## src/rtl/if_id_queue.sv

```systemverilog
// if_id_queue: IF->ID decoupling FIFO carrying {pc, inst, tag} per entry.
// Valid/ready on both sides, single-cycle flush from EX, zero bubble to ID when empty.
module if_id_queue #(
    parameter int ADDR_W = 32,
    parameter int INST_W = 32,
    parameter int TAG_W  = 2,
    parameter int DEPTH  = 4
) (
    input  logic                         clk,
    input  logic                         rst,
    input  logic                         flush_i,
    input  logic                         if_valid_i,
    input  logic [ADDR_W-1:0]            if_pc_i,
    input  logic [INST_W-1:0]            if_inst_i,
    input  logic [TAG_W-1:0]             if_tag_i,
    output logic                         if_ready_o,
    output logic                         id_valid_o,
    output logic [ADDR_W-1:0]            id_pc_o,
    output logic [INST_W-1:0]            id_inst_o,
    output logic [TAG_W-1:0]             id_tag_o,
    input  logic                         id_ready_i,
    output logic [$clog2(DEPTH+1)-1:0]   count_o
);

    localparam int PTR_W = $clog2(DEPTH);
    localparam int CNT_W = $clog2(DEPTH + 1);
    localparam int ENT_W = ADDR_W + INST_W + TAG_W;

    logic [PTR_W-1:0] rd_ptr_q, rd_ptr_d;
    logic [PTR_W-1:0] wr_ptr_q, wr_ptr_d;
    logic [CNT_W-1:0] count_q, count_d;
    logic [ENT_W-1:0] mem_q [DEPTH];
    logic [ENT_W-1:0] head;
    logic             push, pop;

    // Handshakes qualify against registered status only, so no input reaches an output combinationally.
    assign if_ready_o = (count_q != CNT_W'(DEPTH));
    assign id_valid_o = (count_q != '0);
    assign push       = if_valid_i & if_ready_o;
    assign pop        = id_ready_i & id_valid_o;
    assign count_o    = count_q;
    assign head       = mem_q[rd_ptr_q];

    // Next pointer/occupancy; flush wins over any push or pop in the same cycle.
    always_comb begin
        rd_ptr_d = rd_ptr_q;
        wr_ptr_d = wr_ptr_q;
        count_d  = count_q;
        if (flush_i) begin
            rd_ptr_d = '0;
            wr_ptr_d = '0;
            count_d  = '0;
        end else begin
            if (push) wr_ptr_d = wr_ptr_q + PTR_W'(1);
            if (pop)  rd_ptr_d = rd_ptr_q + PTR_W'(1);
            case ({push, pop})
                2'b10:   count_d = count_q + CNT_W'(1);
                2'b01:   count_d = count_q - CNT_W'(1);
                default: count_d = count_q;
            endcase
        end
    end

    // Control state; async reset drops all entries immediately.
    always_ff @(posedge clk or negedge rst) begin
        if (!rst) begin
            rd_ptr_q <= '0;
            wr_ptr_q <= '0;
            count_q  <= '0;
        end else begin
            rd_ptr_q <= rd_ptr_d;
            wr_ptr_q <= wr_ptr_d;
            count_q  <= count_d;
        end
    end

    // Storage is not reset; occupancy alone decides what is valid.
    always_ff @(posedge clk) begin
        if (push && !flush_i) mem_q[wr_ptr_q] <= {if_pc_i, if_inst_i, if_tag_i};
    end

    // Head presentation, forced to a zero bubble while empty.
    always_comb begin
        id_pc_o   = '0;
        id_inst_o = '0;
        id_tag_o  = '0;
        if (id_valid_o) begin
            id_pc_o   = head[ENT_W-1 -: ADDR_W];
            id_inst_o = head[TAG_W +: INST_W];
            id_tag_o  = head[TAG_W-1:0];
        end
    end

endmodule

```

## config.mk

```make
export PLATFORM = sky130hd
export DESIGN_NAME = if_id_queue
export DESIGN_NICKNAME = d
export VERILOG_FILES = /design/src/rtl/if_id_queue.sv
export SDC_FILE = /design/constraint.sdc
export NUM_CORES = 1
export LEC_CHECK = 0
export BUFFER_PORTS_ARGS = -buffer_cell sky130_fd_sc_hd__buf_2
export CORE_UTILIZATION = 40
export CTS_BUF_LIST = sky130_fd_sc_hd__clkbuf_16
export DETAILED_ROUTE_END_ITERATION = 12
export PLACE_DENSITY = 0.6
export SLEW_MARGIN = 10
export SYNTH_ARGS = -nofsm -noshare
export SYNTH_HDL_FRONTEND = slang
export SYNTH_SLANG_ARGS = --single-unit
```

## constraint.sdc

```tcl
create_clock -name clk -period 4.45 [get_ports clk]
set_input_delay 0.89 -clock clk [delete_from_list [all_inputs] [get_ports clk]]
set_output_delay 0.89 -clock clk [all_outputs]
set_load 0.05 [all_outputs]
```

==> metrics.md <==
| Metric | Value |
|---|---|
| Worst Path Max Fanout | 40 |
| Family with the most delay on the worst path | simple AND/OR/NAND/NOR gates |
| Post-Syn Instances | 482 |
| Maximum clock path buffer count | 3 |
| DR vias | 5089 |
| CP Class | reg2out |
| Final Cycle Share | 79.25% |
| Drt drc | 0 |
| Post-synthesis cell type count | 32 |
| GP Congestion | 0.7004 |
| Max-Cap Viols | 0 |
| Starting density of the core | 41.28% |
| Initial antenna violation count | 6 |
| Post CTS Setup Buffer Count | 0 |
| Highest clock rate | 0.2836 GHz |
| Area growth from synthesis to layout | 17.92% |
| IO Count | 142 |
| Worst Setup End Kind | primary output |
| Final Max Slew Viols | 0 |
| Cts-stage hold buffer count | 0 |
| Die height | 164.1 µm |
| Seq cells post-synth | 271 |
| Clk Latency, worst-skew pair | 530 ps |
| Drt total wl | 20.30 mm |
| Antenna Nets Post-Route | 0 |
| Post-cts sizing count | 0 |
| Rows | 58 |
| Status | finished, final reports clean |
| Synthesized area per cell | 21.81 µm² |
| LEAKAGE | 4.274 nW |
| H-tree depth | 1 |
| Clk pwr share | 34.5% |
| Final Skew | 6.047 ps |
| Cts bufs inserted | 28 |
| CP Launch Type | flop |
| Rel. slew slack | 26.43% |
| Synth warnings | 0 |
| Fill count | 2092 |
| CTS sink cnt | 271 |
| Nets | 706 |
| Maximum VDD drop | 0.2928 mV |
| First-pass GRT wire length | 31.20 mm |
| Comb pwr share | 19.3% |
| Critical path, cell by cell | or3_2, buf_4, and2_1, buf_2 |
| Largest net degree at the start of global routing | 68 |
| Switching share of power | 28.36% |
| Clock transition at path regs | 60 ps |
| Cell area after synthesis | 0.01051 mm² |
| Number of DRC markers in iteration 0 | 276 |
| Layout cells sized above 1 | 39.78% |
| Slowest cell on the critical path | or3_2 |
| Reg power frac | 46.3% |
| Crit path buf inv count | 2 |
| Sequential area share after synthesis | 77.07% |
| Synth Net Count | 558 |
| Max stage delay on crit path | 850 ps |
| Multi-input logic area | 0.002242 mm² |
| GR Overflow Total | 0 |
| Total GRT Usage | 15.43% |
| First-pass iteration count of the detailed router | 4 |
| Slew @ Worst Pin | 1104 ps |
| Sw Pwr | 1.813 mW |
| DPL Wire Length | 11.23 mm |
| IO buf count | 141 |
| CP required | 3560 ps |
| Worst Setup SP | count_o[1] |
| Worst r2r src | count_o[1] |
| DR vias/cell | 5.172 |
| Minimum clock period | 3527 ps |
| CORE AREA | 0.02547 mm² |
| CP arrival | 2640 ps |
| Root buffer cell | clkbuf_16 |
| CTS tree | done |
| Power per cell area | 515.6 mW/mm² |
| RSZ-0062 raised after global routing | no |
| Final setup viols | 0 |
| Setup tns final | 0 ps |
| Fin. Hold Viols | 0 |
| Die width | 164.1 µm |
| Hold WC Path Type | in2async |
| Cell internal pwr | 4.580 mW |
| Register area | 0.008110 mm² |
| Vias in the first global route | 5493 |
| Routed WL per cell | 20.63 µm |
| Total power | 6.393 mW |
| Die ar. | 0.02694 mm² |
-- sequential cells by signal (all words and copies together), names as in the netlist --
signal / count
mem_q: 264
count_o: 3
rd_ptr_q: 2
wr_ptr_q: 2
-- power by group through the flow --
stage | registers (mW) | logic, mW | clock network (mW)
after floorplan | 2.99 | 0.971 | 0
after global placement | 3.01 | 1.23 | 0
after detailed placement | 3.02 | 1.25 | 0
after CTS | 2.96 | 1.25 | 2.26
after global routing | 2.97 | 1.31 | 2.35
final | 2.96 | 1.23 | 2.20
-- logic make-up after synthesis --
kind of cell | count (synthesis) | share of synthesized area, %
AO/OA/AOI/OAI | 11 | 0.6666
XOR/XNOR | 4 | 0.3333
adder cells (fa/ha/maj) | 5 | 0.6665
buffers and inverters | 28 | 1.714
flip-flops | 271 | 77.07
multiplexers | 66 | 14.14
AND/OR/NAND/NOR | 97 | 5.415
-- path summary, 6_finish.rpt --
check	end	slack, ps	depth (start not counted)
max	id_inst_o[18]	920	4
min	wr_ptr_q[1]	200	1
max reg2reg	count_o[1]	1680	7
min reg2reg	wr_ptr_q[1]	590	2
max in group asynchronous	rd_ptr_q[1]	4060	1
min in group clk	mem_q[1][35]	580	1
-- synth_stat cells --
master,n,area share [%]
edfxtp_1,264,75
and2_1,70,4.2
mux4_2,66,14
buf_2,9,0.43
clkbuf_1,8,0.29
nor2_1,8,0.29
dfrtp_1,7,1.7
nand2_1,6,0.21
a21oi_1,4,0.19
ha_1,4,0.48
nand3_1,4,0.19
buf_1,3,0.11
buf_12,3,0.57
buf_4,2,0.14
inv_1,2,0.071
nor3_1,2,0.095
o21ai_0,2,0.095
or3_1,2,0.12
xnor2_1,2,0.17
xor2_1,2,0.17
a211oi_1,1,0.071
a21o_1,1,0.071
a31oi_1,1,0.060
buf_6,1,0.11
fa_1,1,0.19
nand2b_1,1,0.060
nand4b_1,1,0.083
nor2b_1,1,0.060
o221ai_1,1,0.083
o311a_1,1,0.095
or2_2,1,0.060
or3b_2,1,0.083
-- through the flow --
| stage | cells | utilization [%] | instance area [µm²] | hold slack (ps) | setup slack (ps) |
|---|---|---|---|---|---|
| after floorplan | 482 | - | 10510 | 542.5 | 955.5 |
| after global placement | 930 | 45.20 | 11510 | 550.1 | 1506 |
| after detailed placement | 930 | 45.20 | 11510 | 580.0 | 1447 |
| after CTS | 981 | 48.64 | 12390 | 167.6 | 871.4 |
| after global routing | 982 | 48.65 | 12390 | 183.0 | 736.1 |
| final | 984 | 48.67 | 12400 | 199.2 | 923.4 |
-- cell type report --
class	count	area share [%]
sequential	271	65.42
multi-input combinational	183	18.08
timing repair buffer	144	5.974
clock buffer	29	5.853
tap	330	3.330
clock inverter	22	1.221
inverter	2	0.06055
antenna	3	0.06055
-- routing by layer --
layer	up-vias	global-route usage (%)	wire length, µm
met1	2647	18.50	8120
met3	39	4.520	1403
li1	2247	-	-
met4	6	4.419	487
met2	150	26.89	10250
met5	-	0	39
-- cells in the final DEF (no fill, tap or decap) --
master	count
a211oi_1	1
a21o_1	1
a21oi_1	4
a31oi_1	1
and2_1	66
and2_4	4
buf_12	1
buf_2	141
buf_4	2
bufinv_16	2
clkbuf_16	29
clkinv_1	4
clkinv_2	7
clkinvlp_4	2
dfrtp_1	5
dfrtp_4	2
diode_2	3
edfxtp_1	264
fa_1	1
ha_1	4
inv_1	9
mux4_2	66
nand2_1	6
nand2b_1	1
nand3_1	4
nand4b_1	1
nor2_1	8
nor2b_1	1
nor3_1	2
o21ai_0	2
o221ai_1	1
o311a_1	1
or2_2	1
or3_1	1
or3_2	1
or3b_2	1
xnor2_1	2
xor2_1	2
No activity file was read; power rests on OpenSTA's default activity.
